[config.mk]
export PLATFORM = sky130hd
export DESIGN_NAME = mem_port_arbiter
export DESIGN_NICKNAME = d
export VERILOG_FILES = /design/src/rtl/mem_port_arbiter.sv
export SDC_FILE = /design/constraint.sdc
export NUM_CORES = 1
export LEC_CHECK = 0
export CAP_MARGIN = 20
export CORE_AREA = 5 5 108 110
export DETAILED_ROUTE_END_ITERATION = 8
export DIE_AREA = 0 0 113 115
export PLACE_DENSITY = 0.77
export SLEW_MARGIN = 40
export SYNTH_ARGS = -nofsm -noshare
export SYNTH_HDL_FRONTEND = slang
export SYNTH_SLANG_ARGS = --single-unit
[constraint.sdc]
create_clock -name clk -period 3.25 [get_ports clk]
set_input_delay 0.975 -clock clk [delete_from_list [all_inputs] [get_ports clk]]
set_output_delay 0.975 -clock clk [all_outputs]
set_load 0.01 [all_outputs]
[src/rtl/mem_port_arbiter.sv]
// Shares one memory port between instruction fetch and load/store. Data has
// priority; a starvation counter forces a fetch grant after FAIR data wins.
module mem_port_arbiter #(
  parameter int ADDR_W  = 9,
  parameter int FAIR    = 4,
  parameter int TIMEOUT = 15
) (
  input  logic              clk,
  input  logic              reset,
  input  logic              if_req,
  input  logic [ADDR_W-1:0] if_addr,
  output logic              if_done,
  output logic              if_err,
  output logic [31:0]       if_rdata,
  input  logic              d_req,
  input  logic              d_rw,
  input  logic              d_size,
  input  logic [ADDR_W-1:0] d_addr,
  input  logic [31:0]       d_wdata,
  output logic              d_done,
  output logic              d_err,
  output logic [31:0]       d_rdata,
  output logic              mem_enable,
  output logic              mem_rw,
  output logic              mem_size,
  output logic [ADDR_W-1:0] mem_addr,
  output logic [31:0]       mem_wdata,
  input  logic [31:0]       mem_rdata,
  input  logic              mem_ready
);

  localparam int SW = $clog2(FAIR + 1);
  localparam int WW = $clog2(TIMEOUT + 1);
  localparam logic [SW-1:0] FAIR_C = SW'(FAIR);
  localparam logic [WW-1:0] TO_C   = WW'(TIMEOUT);

  typedef enum logic [1:0] {IDLE, BUSY_I, BUSY_D, RESP} state_t;

  state_t            state_q, state_d;
  logic [SW-1:0]     starve_q, starve_d;
  logic [WW-1:0]     wait_q, wait_d;
  logic              owner_q, owner_d;   // 1 = data side owns the access
  logic              rw_q, rw_d;
  logic              size_q, size_d;
  logic              err_q, err_d;
  logic [ADDR_W-1:0] addr_q, addr_d;
  logic [31:0]       wdata_q, wdata_d;
  logic [31:0]       rdata_q, rdata_d;
  logic              grant;
  logic              busy, resp;

  always_comb begin
    state_d  = state_q;
    starve_d = starve_q;
    wait_d   = wait_q;
    owner_d  = owner_q;
    rw_d     = rw_q;
    size_d   = size_q;
    err_d    = err_q;
    addr_d   = addr_q;
    wdata_d  = wdata_q;
    rdata_d  = rdata_q;
    grant    = 1'b0;

    case (state_q)
      IDLE: begin
        if (!if_req) starve_d = '0;
        if (d_req && !(if_req && starve_q == FAIR_C)) begin
          grant   = 1'b1;
          owner_d = 1'b1;
          rw_d    = d_rw;
          size_d  = d_size;
          addr_d  = d_addr;
          wdata_d = !d_rw ? 32'd0 : (d_size ? d_wdata : {24'd0, d_wdata[7:0]});
          if (if_req && starve_q != FAIR_C) starve_d = starve_q + 1'b1;
        end else if (if_req) begin
          grant    = 1'b1;
          owner_d  = 1'b0;
          rw_d     = 1'b0;
          size_d   = 1'b1;
          addr_d   = if_addr;
          wdata_d  = '0;
          starve_d = '0;
        end
        if (grant) begin
          wait_d  = WW'(1);
          rdata_d = '0;
          // Misaligned word accesses complete with error and never touch memory.
          if (size_d && addr_d[1:0] != 2'b00) begin
            err_d   = 1'b1;
            state_d = RESP;
          end else begin
            err_d   = 1'b0;
            state_d = owner_d ? BUSY_D : BUSY_I;
          end
        end
      end
      BUSY_I, BUSY_D: begin
        wait_d = wait_q + 1'b1;
        if (mem_ready) begin
          rdata_d = rw_q ? 32'd0 : (size_q ? mem_rdata : {24'd0, mem_rdata[7:0]});
          err_d   = 1'b0;
          state_d = RESP;
        end else if (wait_q == TO_C) begin
          rdata_d = '0;
          err_d   = 1'b1;
          state_d = RESP;
        end
      end
      RESP: begin
        wait_d  = '0;
        state_d = IDLE;
      end
      default: state_d = IDLE;
    endcase
  end

  always_ff @(posedge clk) begin
    if (reset) begin
      state_q  <= IDLE;
      starve_q <= '0;
      wait_q   <= '0;
      owner_q  <= 1'b0;
      err_q    <= 1'b0;
    end else begin
      state_q  <= state_d;
      starve_q <= starve_d;
      wait_q   <= wait_d;
      owner_q  <= owner_d;
      err_q    <= err_d;
    end
  end

  // Access latches carry no reset; every output they feed is gated by state.
  always_ff @(posedge clk) begin
    rw_q    <= rw_d;
    size_q  <= size_d;
    addr_q  <= addr_d;
    wdata_q <= wdata_d;
    rdata_q <= rdata_d;
  end

  assign busy       = (state_q == BUSY_I) || (state_q == BUSY_D);
  assign resp       = (state_q == RESP);
  assign mem_enable = busy;
  assign mem_rw     = busy & rw_q;
  assign mem_size   = busy & size_q;
  assign mem_addr   = busy ? addr_q : '0;
  assign mem_wdata  = busy ? wdata_q : '0;

  assign if_done  = resp & ~owner_q;
  assign if_err   = if_done & err_q;
  assign if_rdata = if_done ? rdata_q : '0;
  assign d_done   = resp & owner_q;
  assign d_err    = d_done & err_q;
  assign d_rdata  = d_done ? rdata_q : '0;

endmodule

# --- Word level (Yosys, flattened, before mapping) ---
# Index checks and enable logic that the tools add are counted.
totals:
  romBits: 0
  ff_bits: 86
  n_memories: 0
  inputBits: 89
  output_inout_bits: 112
  mem_bits_rw: 0
  word_cells: 89
  latch_bits: 0
op_classes:
  n_reduce_logical: 15
  eq_ne: 9
  n_shift: 0
  bitwise_logic: 7
  n_div: 0
  order_cmp: 0
  add_sub_neg: 2
  muxes: 45
  n_mul: 0
op_table:
  columns: ["op", "count"]
  rows:
  - ["$mux W32", 12]
  - ["$pmux W32 S2", 1]
  - ["$mux W9", 4]
  - ["$mux W1", 15]
  - ["$mux W3", 4]
  - ["$pmux W4 S3", 1]
  - ["$mux W2", 5]
  - ["$ne A3 B3 Y1 const B", 3]
  - ["$and A1 B1 Y1", 6]
  - ["$pmux W2 S3", 1]
  - ["$reduce_and A2 Y1", 3]
  - ["$reduce_bool A2 Y1", 3]
  - ["$add A4 B1 Y4 const B", 1]
  - ["$eq A2 B2 Y1 const B", 2]
  - ["$eq A4 B4 Y1 const B", 1]
  - ["$logic_and A1 B1 Y1", 4]
  - ["$mux W4", 1]
  - ["$add A3 B1 Y3 const B", 1]
  - ["$eq A3 B3 Y1 const B", 1]
  - ["$reduce_and A3 Y1", 1]
  - ["$eq A2 B1 Y1 const B", 1]
  - ["$logic_not A2 Y1", 1]
  - ["$ne A2 B2 Y1 const B", 1]
  - ["$pmux W1 S2", 1]
  - ["4 further kinds", 4]

# --- Longest topological paths before layout ---
logic_depth:
  ltp_word: 11
  mapped_depth: 7
  ltp_nobuf: 6

# --- Worst setup path before layout ---
# OpenSTA, ideal clock, no wires.
synth_timing:
  kind: "input to register"
  startpoint: "input if_req"
  endpoint: "register state_q[0]"
  path_stages: 5
  setup_slack_ns: 0.262
  n_path_buf: 1
  setup_time_ns: 0.081
  required_ns: 3.169
  t_arrival_ns: 2.906
  cell_sequence: "buf_6 -> nor3b_4 -> a211oi_2 -> a21oi_1 -> a211oi_2"
synth_between:
  elab_chain_cells: 10
  word_cells_on_any_way: 23
  cone_classes: "1 x eq/ne; 16 x mux; 6 x reduce/logical"
synth_rtl:
  columns: ["item", "line_no", "rtl"]
  rows:
  - ["start: declaration", "10", "input logic if_req,"]
  - ["$logic_and A1 B1 Y1", "68", "if (d_req && !(if_req && starve_q == FAIR_C)) begin"]
  - ["$logic_not A1 Y1", "68", null]
  - ["$logic_and A1 B1 Y1", "68", null]
  - ["$mux W9", "68", null]
  - ["$mux W9", "65", "case (state_q)"]
  - ["$reduce_bool A2 Y1", "89", "if (size_d && addr_d[1:0] != 2'b00) begin"]
  - ["$logic_and A1 B1 Y1", "89", null]
  - ["$mux W2", "89", null]
  - ["$mux W2", "85", "if (grant) begin"]
  - ["$pmux W2 S3", "65", null]
  - ["end signal: assignment", "126", "state_q <= state_d;"]
  - ["end: declaration", "39", "state_t state_q, state_d;"]
# Parallel ways exist; a longest one is shown, timed or not. The select of a mux whose other input is x is not followed.
# A chain may end at the register's enable or synchronous reset.

# --- Worst setup path in the final report ---
layout_timing:
  startpoint: "register state_q[0]"
  endpoint: "output mem_addr[0]"
layout_between:
  elab_chain_cells: 3
  word_cells_on_any_way: 4
  cone_classes: "2 x eq/ne; 1 x mux; 1 x reduce/logical"
layout_rtl:
  columns: ["item", "line_no", "rtl"]
  rows:
  - ["$eq A2 B1 Y1 or $eq A2 B2 Y1 (tied branches)", "143", "assign busy = (state_q == BUSY_I) || (state_q == BUSY_D);"]
  - ["$logic_or A1 B1 Y1 (*)", "143", null]
  - ["$mux W9 (*)", "148", "assign mem_addr = busy ? addr_q : '0;"]
  - ["end: declaration", "26", "output logic [ADDR_W-1:0] mem_addr,"]
# Mark *: on every way between the ends. The rest lies on a longest branch, timed or not.

==> flow_metrics.py <==
metrics = {
    "timing": {
        "slew_headroom_pct": 65.76,
        "tns_ns": 0,
        "layout_worst_path_cycle_share_pct": 94.56,
        "worst_slew_pin_slew_ns": 0.5135,
        "setup_viol": 0,
        "whs_ns": 0.5280,
        "rsz0062_at_grt": "no",
        "fmax_mhz": 325.4,
        "drv_slew": 0,
        "min_period_ns": 3.073,
        "skew_ns": 0.007430,
        "fin_ws_ns": 0.1768,
        "hold_viol_final": 0,
    },
    "placed_design": {
        "placed_cell_area_sq_mm": 0.006521,
        "dp_hpwl_um": 9089,
        "place.gp.congestion": 0.7662,
        "place_ws_ns": 0.4598,
        "dp.cells": 715,
        "port_buffers": 200,
    },
    "logic_synthesis": {
        "synth_cell_types": 36,
        "synth_area_sq_mm": 0.004359,
        "synthCells": 394,
        "ys_warn_count": 0,
        "syn-mean-instance-area_sq_um": 11.06,
        "yosysSeqAreaShare_pct": 56.72,
        "synth_nets": 488,
        "synth_seq_cells": 86,
    },
    "die": {
        "initial_utilization_pct": 41.11,
        "core_sq_mm": 0.01060,
        "fp.dieH_um": 115,
        "die_area_sq_mm": 0.01300,
        "rows": 38,
        "fp.dieW_um": 113,
        "ios": 201,
    },
    "clock_tree": {
        "clk_path_buf_depth": 2,
        "cts.sinks": 86,
        "clock-root-buffer": "clkbuf_8",
        "ctsHoldBuffers": 0,
        "path_clk_slew_ns": 0.08,
        "cts_tree": "yes",
        "numCtsBuffers": 9,
        "clk_latency_ns": 0.36,
        "post_cts_buffers": 0,
        "htreeDepth": 3,
    },
    "layout": {
        "fin_area_sq_mm": 0.006705,
        "fillers": 850,
        "final_cell_count_no_fill": 731,
        "antennaDiodeCount": 0,
        "finalNetCount": 680,
        "drive_gt1_share_pct": 6.430,
        "area_delta_synth_final_pct": 53.82,
    },
    "routing": {
        "ant_nets": 0,
        "num_vias": 3638,
        "dr.pass1.iters": 4,
        "routed_via_density": 4.977,
        "wl_um": 12200,
        "drc_errors": 0,
        "wire_per_inst_um": 16.69,
        "drt_iter0_markers": 222,
    },
    "critical_path": {
        "path_buf_inv": 3,
        "critical_path.max_fanout": 42,
        "critPathMaxStageDelay_ns": 0.56,
        "path_delay_family": "buffers and inverters",
        "endpoint_kind": "output port",
        "cp_cell_sequence": "inv_1 -> ha_4 -> buf_12 -> and2_1 -> clkdlybuf4s50_1",
        "crit_path_top_delay_cell": "clkdlybuf4s50_1",
        "start_kind": "flip-flop",
        "cp.arrival_ns": 2.10,
        "crit_required_ns": 2.27,
        "path_class": "flip-flop to output port",
    },
    "power": {
        "switching_share_pct": 33.95,
        "clkPwrFrac_pct": 14.3,
        "p_sw_mw": 1.598,
        "ir_drop_uv": 404.4,
        "cellLeakagePower_nw": 2.774,
        "power_density_mw_per_mm2": 702.2,
        "combPwrFrac_pct": 44.8,
        "p_int_mw": 3.110,
        "p_seq_share_pct": 41.0,
    },
    "global_route": {
        "first_global_vias": 3579,
        "grt_max_degree": 43,
        "grtUsageTotal_pct": 18.73,
        "grt_pass1_wl_um": 18990,
        "antenna_found_initial": 0,
        "grt_overflow": 0,
    },
    "flow_run": {
        "cap_violations": 0,
    },
    "status": {
        "status": "complete, no violations",
    },
    "hold_path": {
        "hold_path.class": "flip-flop to flip-flop",
    },
}
cell usage after synthesis:
cell type  instances  area [sq um]
a211oi_2           3         37.54
nand2b_1           3         18.77
mux2_4             1         15.01
nor2_1            11         41.29
o21ba_1            1         10.01
nor3_1             4         20.02
nand2_1           21         78.83
nor2b_1            2         12.51
edfxtp_1          75          2252
and3_1            82         513.0
nor3b_1            1         7.510
dfxtp_1           11         220.2
a22oi_1            3         22.52
buf_2              7         35.03
a21oi_1            9         45.04
a21boi_2           1         11.26
o31ai_1            1         7.510
ha_1               5         62.56
o21a_1             1         7.510
o21ai_0            1         5.000
inv_1              6         22.52
mux2i_1            2         20.02
nor3b_4            1         18.77
xnor2_1            1         8.760
o211ai_1           1         7.510
a211oi_1           1         7.510
a21o_4             1         15.01
o2111ai_1          2         17.52
a221oi_2           1         15.01
xor2_1             1         8.760
buf_6              2         22.52
o21ai_1            2         10.01
and2_1            94         588.1
nand3_1           13         65.06
a2bb2oi_4          1         26.28
clkbuf_1          22         82.58
path summary, 6_finish.rpt:
check	startpoint	to	slack, ns	depth (start not counted)
hold reg to reg	starve_q[0]	starve_q[0]	0.53	2
setup / recovery	state_q[0]	mem_addr[0]	0.18	5
setup reg to reg	state_q[0]	state_q[0]	1.24	8
hold / removal	starve_q[0]	starve_q[0]	0.53	2
per-stage QoR:
| stage | util [%] | power [mW] |
|---|---|---|
| 6_report | 63.24 | 4.708 |
| 5_1_grt | 63.24 | 4.990 |
| 4_1_cts | 63.09 | 4.716 |
| 3_5_place_dp | 61.51 | 4.042 |
| 3_3_place_gp | 61.49 | 3.975 |
| 2_1_floorplan | - | 2.943 |
layout make-up:
class | instances | area (sq um) | area share, %
inverter | 6 | 22.52 | 0.3359
timing repair buffer | 212 | 2121 | 31.63
sequential | 86 | 2472 | 36.87
clock inverter | 4 | 22.52 | 0.3359
clock buffer | 12 | 145.1 | 2.165
tap | 140 | 175.2 | 2.612
multi-input combinational | 271 | 1747 | 26.05
cell families (layout without fill, tap and decap cells):
| logic type | Yosys count | in the layout | share of synthesized area (%) |
|---|---|---|---|
| AND/OR/NAND/NOR | 232 | 232 | 31.29 |
| AO/OA/AOI/OAI | 29 | 29 | 5.626 |
| multiplexers | 3 | 3 | 0.8036 |
| flip-flops | 86 | 86 | 56.72 |
| buffers and inverters | 37 | 234 | 3.731 |
| adder cells (fa/ha/maj) | 5 | 5 | 1.435 |
| XOR/XNOR | 2 | 2 | 0.4019 |
worst min-delay path, delay by kind of cell (launching register included):
kind               cells  cell delay, ns
AOI/OAI and AO/OA      1            0.07
DFF                    1            0.34
and+or+nand+nor        1            0.07
layout by cell type (no fill, tap or decap), types with 3 or more instances in the layout:
| cell type | n |
|---|---|
| nand2_1 | 21 |
| nand3_1 | 13 |
| buf_4 | 9 |
| clkbuf_8 | 10 |
| and3_1 | 81 |
| a21oi_1 | 9 |
| inv_1 | 6 |
| nor3_1 | 4 |
| edfxtp_1 | 75 |
| a22oi_1 | 3 |
| clkdlybuf4s50_1 | 200 |
| nand2b_1 | 3 |
| ha_1 | 4 |
| nor2_1 | 11 |
| dfxtp_1 | 11 |
| clkinv_2 | 3 |
| and2_1 | 94 |
repair_timing:
item                                    in CTS  in global routing
endpoints found under the setup margin       0                 47
resized for setup                            0                  3
endpoints found under the hold margin        0                  0
metal layers:
metal	vias up	wire, um	track usage, %
met5	-	0	0
met4	0	295	7.372
met3	19	755	4.211
met2	139	6522	33.85
met1	1716	4629	21.62
li1	1764	-	-
registers in the layout, summed over array words and instances (netlist names):
name	count
rdata_q	32
owner_q	1
state_q	2
wdata_q	32
wait_q	4
size_q	1
rw_q	1
err_q	1
addr_q	9
starve_q	3
power groups by stage:
stage / sequential [mW] / combinational, mW / clock [mW]
after floorplan: 1.91 / 1.03 / 0
after global placement: 1.93 / 2.05 / 0
after detailed placement: 1.95 / 2.09 / 0
after CTS: 1.93 / 2.10 / 0.688
after global routing: 1.97 / 2.28 / 0.739
final: 1.93 / 2.11 / 0.671
Power figures use the tool's default switching activity.
